==> src/rtl/wb_stage.sv <==
// MEM/WB pipeline register with stall/flush, four-way result select, load alignment and x0 write suppression.
// Optional retired-instruction counter enabled by defining WB_RETIRE_COUNT_EN.
module wb_stage #(
    parameter int XLEN       = 32,
    parameter int REG_ADDR_W = 5,
    parameter int OFF_W      = $clog2(XLEN/8)
) (
    input  logic                  clk,
    input  logic                  reset,
    input  logic                  in_valid,
    input  logic                  stall,
    input  logic                  flush,
    input  logic                  reg_file_write_in,
    input  logic [REG_ADDR_W-1:0] addr_rd,
    input  logic [1:0]            select_mux_2,
    input  logic [2:0]            load_funct3,
    input  logic [OFF_W-1:0]      byte_off,
    input  logic [XLEN-1:0]       mem_out,
    input  logic [XLEN-1:0]       alu_out,
    input  logic [XLEN-1:0]       pc_plus4,
    input  logic [XLEN-1:0]       imm,
    output logic [XLEN-1:0]       mux_2_out,
    output logic [REG_ADDR_W-1:0] addr_out,
    output logic                  reg_file_write_out,
    output logic                  wb_valid
`ifdef WB_RETIRE_COUNT_EN
    ,
    output logic [63:0]           retired_count
`endif
);

    logic                  valid_q;
    logic                  we_q;
    logic [REG_ADDR_W-1:0] rd_q;
    logic [1:0]            sel_q;
    logic [2:0]            f3_q;
    logic [OFF_W-1:0]      off_q;
    logic [XLEN-1:0]       mem_q;
    logic [XLEN-1:0]       alu_q;
    logic [XLEN-1:0]       pc4_q;
    logic [XLEN-1:0]       imm_q;

    // Flush only kills the valid bit; the payload is left as-is.
    always_ff @(posedge clk) begin
        if (reset) begin
            valid_q <= 1'b0;
            we_q    <= 1'b0;
            rd_q    <= '0;
            sel_q   <= '0;
            f3_q    <= '0;
            off_q   <= '0;
            mem_q   <= '0;
            alu_q   <= '0;
            pc4_q   <= '0;
            imm_q   <= '0;
        end else if (flush) begin
            valid_q <= 1'b0;
        end else if (!stall) begin
            valid_q <= in_valid;
            we_q    <= reg_file_write_in;
            rd_q    <= addr_rd;
            sel_q   <= select_mux_2;
            f3_q    <= load_funct3;
            off_q   <= byte_off;
            mem_q   <= mem_out;
            alu_q   <= alu_out;
            pc4_q   <= pc_plus4;
            imm_q   <= imm;
        end
    end

    logic [XLEN-1:0] sh;
    logic [XLEN-1:0] ld;

    assign sh = mem_q >> {off_q, 3'b000};

    always_comb begin
        ld = sh;
        case (f3_q)
            3'b000: ld = XLEN'($signed(sh[7:0]));
            3'b001: ld = XLEN'($signed(sh[15:0]));
            3'b100: ld = XLEN'(sh[7:0]);
            3'b101: ld = XLEN'(sh[15:0]);
            3'b010: if (XLEN == 64) ld = XLEN'($signed(sh[31:0]));
            3'b110: if (XLEN == 64) ld = XLEN'(sh[31:0]);
            default: ld = sh;
        endcase
    end

    always_comb begin
        mux_2_out = ld;
        case (sel_q)
            2'd1:    mux_2_out = alu_q;
            2'd2:    mux_2_out = pc4_q;
            2'd3:    mux_2_out = imm_q;
            default: mux_2_out = ld;
        endcase
    end

    assign reg_file_write_out = valid_q & we_q & (rd_q != '0);
    assign wb_valid           = valid_q;
    assign addr_out           = rd_q;

`ifdef WB_RETIRE_COUNT_EN
    logic [63:0] cnt_q;

    // An instruction retires on the edge that moves it out of WB unstalled and unflushed.
    always_ff @(posedge clk) begin
        if (reset)
            cnt_q <= '0;
        else if (valid_q && !stall && !flush)
            cnt_q <= cnt_q + 64'd1;
    end

    assign retired_count = cnt_q;
`endif

endmodule

==> config.mk <==
export PLATFORM = sky130hd
export DESIGN_NAME = wb_stage
export DESIGN_NICKNAME = d
export VERILOG_FILES = /design/src/rtl/wb_stage.sv
export SDC_FILE = /design/constraint.sdc
export NUM_CORES = 1
export LEC_CHECK = 0
export CAP_MARGIN = 20
export CORE_MARGIN = 2
export CORE_UTILIZATION = 48
export DETAILED_ROUTE_END_ITERATION = 8
export PLACE_DENSITY_LB_ADDON = 0.3
export SLEW_MARGIN = 5
export SYNTH_ARGS = -nofsm -noshare
export SYNTH_HDL_FRONTEND = slang
export SYNTH_SLANG_ARGS = --single-unit
==> constraint.sdc <==
create_clock -name clk -period 2.4 [get_ports clk]
set_input_delay 0.48 -clock clk [delete_from_list [all_inputs] [get_ports clk]]
set_output_delay 0.48 -clock clk [all_outputs]
set_load 0.02 [all_outputs]
==> impl_metrics.csv, run 1 <==
group,metric,value,unit
finish,fin_nets,1134,
logic_synthesis,synth_common_cells,"nand2_1 (307), a21oi_1 (148), dfxtp_1 (142)",
die,initial_core_util,0.4854,
power,switching_power,1.638,mW
placement,port_buffers,184,
logic_synthesis,synth_top_family_by_area,"simple AND/OR/NAND/NOR gates",
clock_tree,clockBufferDepth,2,
power,peakVddDrop,0.0004431,V
global_route,antenna_found_initial,1,
setup_path,slowest_stage,"mux4_2",
sta,tightest_slew,0.6711,ns
clock_tree,htreeDepth,4,
global_route,grt-ovfl-total,0,
global_route,grt_pass1_wl,30600,µm
logic_synthesis,synth_nets,952,
sta,fin_crit,2.471,ns
logic_synthesis,synthMuxAreaShare,0.09397,
power,cellPowerDensity,680.2,mW/mm²
setup_path,crit_type,"flip-flop to output port",
logic_synthesis,synthesis.instances,806,
placement,gp_congestion,0.8490,
sta,maxSlewHeadroom,0.5526,
clock_tree,clk_latency,0.42,ns
worst_hold_path,hp-class,"flip-flop to flip-flop",
logic_synthesis,synth_compound_area_frac,0.1909,
clock_tree,cts_buffers,17,
sta,setup_violations,27,
setup_path,cp.arrival,1.99,ns
power,p_leak,3.502,nW
logic_synthesis,synthMostInstantiatedCell,"nand2_1",
die,coreArea,0.01309,mm²
logic_synthesis,ys_warn_count,0,
sta,rsz0062_at_grt,"yes",
drt,drc,0,
global_route,grt_usage,0.2752,
placement,dp_slack,-0.2701,ns
die,die_x,119.0,µm
power,swShare,0.2558,
logic_synthesis,synth_adder_area_share,0,
setup_path,cpPeakStageDelay,0.46,ns
logic_synthesis,syn_area_per_cell,7.880,µm²
logic_synthesis,netlist-cell-type-count,30,
sta,tns,-1.396,ns
logic_synthesis,ys_seq_area_frac,0.4476,
die,die_y,119.0,µm
setup_path,critPathLaunchType,"flip-flop",
setup_path,crit_path_end_kind,"output port",
sta,fin_skew,0,ns
logic_synthesis,synth-simple-area-share,0.2161,
power,p_int,4.765,mW
sta,setup_ws,-0.07100,ns
global_route,grt_max_degree,100,
power,combPwrFrac,0.185,
power,seq_power_share,0.398,
logic_synthesis,synth-edff-count,0,
finish,drive_gt1_frac,0.1772,
logic_synthesis,synth_area,0.006351,mm²
clock_tree,clock_sinks,142,
logic_synthesis,ys.flop_type,"dfxtp_1",
drt,dr.pass1.iters,5,
setup_path,cp_data_required_time,1.92,ns
drt,via_per_inst,5.317,
sta,final.period_utilization,1.030,
logic_synthesis,async_flop_share,0,
setup_path,cp_cell_sequence,"buf_8 -> mux2i_2 -> a21oi_2 -> mux4_2 -> buf_4",
die,dieArea,0.01417,mm²
die,num_rows,42,
clock_tree,ctsRootBufferMaster,"clkbuf_16",
drt,routed_wl,19450,µm
global_route,grt_pass1_vias,6043,
power,p_total,6.402,mW
logic_synthesis,synth-seq-cells,142,
setup_path,reg2reg_slack,1.36,ns
setup_path,critPathMaxFanout,12,
clock_tree,holdBufCountCts,0,
die,num_io_pins,185,
placement,dpl.hpwl,13180,µm
logic_synthesis,synth_top_area_frac,0.4476,
drt,first_iter_violations,592,
drt,vias,6248,
power,clock_power_share,0.417,
status,status,"finished, violations left",
finish,n_antenna_cell,0,
status,violations,"negative setup slack",
sta,drv_slew,0,
finish,area_delta_synth_final,48.21,%
drt,routedWlPerCell,16.55,µm
finish,fillers,1014,
logic_synthesis,synth-xor-area-share,0,
logic_synthesis,yosysTopAreaCell,"dfxtp_1",
clock_tree,cts_tree,"built",
logic_synthesis,synthTopCellsByArea,"dfxtp_1 (45%), nand2_1 (18%), a21oi_1 (12%), mux2i_1 (5.7%), mux4_2 (2.5%)",
drt,antenna_left,0,
sta,hold_viol,0,
sta,fmax,0.4047,GHz
run,drv_cap,0,
clock_tree,clkTransAtPathRegs,0.06,ns
## worst max-delay path: cells and delay by family, from the launching register on
family	cells	cell delay [ns]
flops	1	0.40
buf+inv	2	0.33
compound gates	1	0.11
mux	2	0.73
## cell type report
| type | instances | area [µm²] | area share |
|---|---|---|---|
| Clock inverter | 10 | 140.1 | 0.01489 |
| Sequential cell | 142 | 2854 | 0.3032 |
| Tap cell | 176 | 220.2 | 0.02339 |
| Clock buffer | 20 | 456.7 | 0.04852 |
| Timing Repair Buffer | 233 | 2268 | 0.2410 |
| Multi-Input combinational cell | 594 | 3473 | 0.3690 |
## final timing paths
| kind | from | endpoint | depth (start not counted) |
|---|---|---|---|
| setup reg to reg | off_q[0] | off_q[0] | 3 |
| hold / removal | pc4_q[3] | pc4_q[3] | 2 |
| setup / recovery | off_q[1] | mux_2_out[2] | 5 |
| hold reg to reg | pc4_q[3] | pc4_q[3] | 2 |
## placed cells by master, fill, tap and decap left out, drive strengths merged, types with 2 or more instances in the layout
cell type,count
nor2,25
nand2,307
clkbuf,20
a21oi,148
a22oi,2
clkdlybuf4s50,150
clkinv,4
a221oi,24
buf,82
clkinvlp,3
dfxtp,142
nand2b,2
nor3b,3
mux2i,36
a211oi,7
mux2,7
nor3,2
or2,2
mux4,7
bufinv,3
o2bb2ai,8
nor2b,10
## through the flow
| step | hold WS, ns | area (µm²) | util | cells |
|---|---|---|---|---|
| 6_report | 0.4525 | 9413 | 0.7194 | 1175 |
| 5_1_grt | 0.4698 | 9413 | 0.7194 | 1175 |
| 4_1_cts | 0.4519 | 9284 | 0.7095 | 1175 |
| 3_5_place_dp | 0.4435 | 8552 | 0.6536 | 1140 |
| 3_3_place_gp | 0.4406 | 8552 | 0.6536 | 1140 |
| 2_1_floorplan | 0.4318 | 6351 | - | 806 |
## kinds of logic (layout without fill, tap and decap cells)
kind of cell / Yosys count / in the layout
AOI/OAI and AO/OA: 192 / 192
buffers and inverters: 70 / 263
DFF: 142 / 142
muxes: 50 / 50
and+or+nand+nor: 352 / 352
## power groups by stage
stage          Sequential, mW  Clock [mW]  Combinational [mW]
2_1_floorplan            2.57           0               0.552
3_3_place_gp             2.59           0                1.11
3_5_place_dp             2.59           0                1.12
4_1_cts                  2.54        2.70                1.15
5_1_grt                  2.56        2.80                1.27
6_report                 2.55        2.67                1.18
## sequential cells by signal, indices dropped and copies added, names as in the netlist
| signal | count |
|---|---|
| f3_q | 3 |
| wb_valid | 1 |
| imm_q | 32 |
| off_q | 2 |
| alu_q | 32 |
| pc4_q | 32 |
| sel_q | 2 |
| addr_out | 5 |
| mem_q | 32 |
| we_q | 1 |
## per-layer routing
| layer | wire [µm] | track usage | up-vias | part of all wire |
|---|---|---|---|---|
| li1 | - | - | 3078 | - |
| met1 | 8150 | 0.3469 | 2940 | 0.42 |
| met2 | 9568 | 0.4508 | 196 | 0.49 |
| met3 | 1268 | 0.07184 | 32 | 0.065 |
| met4 | 446 | 0.1071 | 2 | 0.023 |
| met5 | 13 | 0 | - | 0.00067 |
## what timing repair did
| item | CTS | global route |
|---|---|---|
| pin swaps | 15 | 3 |
| resized for setup | 210 | 22 |
| buffers inserted | 7 | 0 |
| setup endpoints to repair | 33 | 32 |
No activity file was read; power rests on OpenSTA's default activity.
==> inputs of run 2 (changes only) <==
--- a/config.mk
+++ b/config.mk
@@ -5,11 +5,13 @@
 export SDC_FILE = /design/constraint.sdc
 export NUM_CORES = 1
 export LEC_CHECK = 0
+export ABC_AREA = 1
 export CAP_MARGIN = 20
 export CORE_MARGIN = 2
-export CORE_UTILIZATION = 48
+export CORE_UTILIZATION = 52
 export DETAILED_ROUTE_END_ITERATION = 8
 export PLACE_DENSITY_LB_ADDON = 0.3
+export RECOVER_POWER = 50
 export SLEW_MARGIN = 5
 export SYNTH_ARGS = -nofsm -noshare
 export SYNTH_HDL_FRONTEND = slang
==> constraint.sdc (replaced) <==
create_clock -name clk -period 3.15 [get_ports clk]
set_input_delay 0.63 -clock clk [delete_from_list [all_inputs] [get_ports clk]]
set_output_delay 0.63 -clock clk [all_outputs]
set_load 0.02 [all_outputs]
==> impl_metrics.csv, run 2 <==
group,metric,value,unit
drt,first_iter_violations,706,
logic_synthesis,async_flop_share,0,
logic_synthesis,synth-edff-count,0,
global_route,antenna_found_initial,0,
status,status,"completed",
drt,dr.pass1.iters,5,
logic_synthesis,synthesis.instances,996,
finish,area_delta_synth_final,36.31,%
clock_tree,cts_buffers,17,
setup_path,critPathMaxFanout,25,
setup_path,cp.arrival,2.44,ns
drt,drc,0,
placement,dpl.hpwl,14360,µm
logic_synthesis,synth_common_cells,"nand2_1 (419), a21oi_1 (149), dfxtp_1 (142)",
finish,fillers,1042,
die,coreArea,0.01257,mm²
die,die_y,117.4,µm
placement,port_buffers,184,
finish,n_antenna_cell,0,
logic_synthesis,netlist-cell-type-count,26,
die,initial_core_util,0.5322,
clock_tree,clk_latency,0.42,ns
global_route,grt_pass1_vias,6549,
finish,final_cell_mix,"nand2_1 (419), clkdlybuf4s50_1 (174), a21oi_1 (149)",
logic_synthesis,synth-seq-cells,142,
worst_hold_path,hp-class,"flip-flop to flip-flop",
setup_path,reg2reg_from,"off_q[1]",
global_route,grt_usage,0.3014,
clock_tree,clkTransAtPathRegs,0.06,ns
drt,routedWlPerCell,15.65,µm
logic_synthesis,synth_area,0.006689,mm²
logic_synthesis,yosysTopAreaCell,"dfxtp_1",
logic_synthesis,synthMostInstantiatedCell,"nand2_1",
clock_tree,holdBufCountCts,0,
sta,rsz0062_at_grt,"no",
global_route,grt_pass1_wl,32850,µm
logic_synthesis,ys_seq_area_frac,0.4250,
logic_synthesis,synthTopCellsByArea,"dfxtp_1 (42%), nand2_1 (24%), a21oi_1 (11%), nor2_1 (4.1%), nand3_1 (2.8%)",
sta,tns,0,ns
finish,regArea,0.002845,mm²
power,peakVddDrop,0.0003661,V
drt,vias,6964,
finish,fin_nets,1293,
logic_synthesis,syn_area_per_cell,6.716,µm²
sta,fin_crit,3.067,ns
logic_synthesis,synth_nets,1142,
setup_path,crit_path_end_kind,"output port",
clock_tree,htreeDepth,4,
run,drv_cap,0,
sta,hold_viol,0,
power,cellPowerDensity,544.0,mW/mm²
die,die_x,117.4,µm
clock_tree,ctsRootBufferMaster,"clkbuf_16",
setup_path,crit_start,"sel_q[1]",
sta,final.period_utilization,0.9736,
sta,tightest_slew,1.244,ns
die,dieArea,0.01379,mm²
setup_path,critPathLaunchType,"flip-flop",
clock_tree,cts_tree,"built",
clock_tree,clock_sinks,142,
power,p_total,4.959,mW
sta,fin_skew,0,ns
die,num_io_pins,185,
setup_path,crit_type,"flip-flop to output port",
drt,routed_wl,20820,µm
drt,antenna_left,0,
drt,via_per_inst,5.232,
global_route,grt-ovfl-total,0,
finish,drive_gt1_frac,0.06385,
sta,maxSlewHeadroom,0.1692,
finish,final_common_cell,"nand2_1",
die,num_rows,41,
global_route,grt_max_degree,125,
logic_synthesis,ys_warn_count,0,
logic_synthesis,ys.flop_type,"dfxtp_1",
sta,drv_slew,0,
placement,gp_congestion,0.9579,
logic_synthesis,synth_top_area_frac,0.4250,
power,p_leak,3.680,nW
sta,fmax,0.3261,GHz
sta,setup_violations,0,
finish,multi_input_area,0.003311,mm²
worst_hold_path,hold_start,"imm_q[12]",
clock_tree,clockBufferDepth,2,
setup_path,cp_data_required_time,2.52,ns
run 2: cell types whose count changed after synthesis, moves of 10 or more:
cell / delta
a221oi_1: -14
nand3_1: +38
nor2_1: +48
inv_1: +31
mux2i_1: -35
clkbuf_1: -11
a221oi_2: -10
o21ai_0: +18
nor2b_1: -10
a211oi_2: +10
o211ai_1: +12
nand2_1: +112
run 2: repair_timing:
| action | CTS | global route |
|---|---|---|
| resized for setup | 3 | 7 |
| pin swaps | 1 | 1 |
| endpoints found under the setup margin | 22 | 25 |
| buffers inserted | 3 | 3 |
run 2: worst paths after layout:
path	to	slack (ns)	cells past startpoint
worst min register to register	imm_q[12]	0.46	2
worst max register to register	off_q[1]	1.87	3
worst min-delay path	imm_q[12]	0.46	2
worst max-delay path	mux_2_out[2]	0.08	6
run 2: cell families (layout without fill, tap and decap cells):
logic type / Yosys count / count (layout) / synth area share
simple gates: 541 / 541 / 0.3208
compound gates: 203 / 203 / 0.1728
flops: 142 / 142 / 0.4250
buf+inv: 109 / 272 / 0.07987
mux: 1 / 1 / 0.001497
run 2: report_power, final:
group	switching [mW]	internal, mW
clock	0.762	1.28
sequential	0.0545	1.89
combinational	0.528	0.446
run 2: final cells by class:
class                      count  share of cell area
clock buffer                  22             0.05091
clock inverter                 9             0.01482
inverter                      38             0.01619
multi-input combinational    745              0.3631
sequential                   142              0.3121
tap                          172             0.02360
timing repair buffer         203              0.2193
run 2: per-layer routing:
layer | share of wire | vias to the layer above | track usage
met5 | 0 | - | 0
met4 | 0.033 | 0 | 0.1318
met3 | 0.066 | 46 | 0.06518
met2 | 0.47 | 303 | 0.4945
met1 | 0.43 | 3111 | 0.3824
li1 | - | 3504 | -
run 2: critical path, stage by stage, from the launching register on:
cell and delay [ns]:
dfxtp_1 0.36, inv_4 0.27, nand2_8 0.16, inv_2 0.24
o211ai_1 0.20, nand2_1 0.10, clkdlybuf4s50_1 0.66
run 2: metrics by stage:
| step | setup WS, ns | area [µm²] | std cells | utilization | hold WS, ns |
|---|---|---|---|---|---|
| after floorplan | 1.161 | 6689 | 996 | - | 0.4369 |
| after global placement | 0.3613 | 8477 | 1294 | 0.6745 | 0.4450 |
| after detailed placement | 0.3073 | 8477 | 1294 | 0.6745 | 0.4505 |
| after CTS | 0.02767 | 9109 | 1328 | 0.7247 | 0.4593 |
| after global routing | 0.001083 | 9117 | 1331 | 0.7254 | 0.4750 |
| final | 0.08324 | 9117 | 1331 | 0.7254 | 0.4608 |
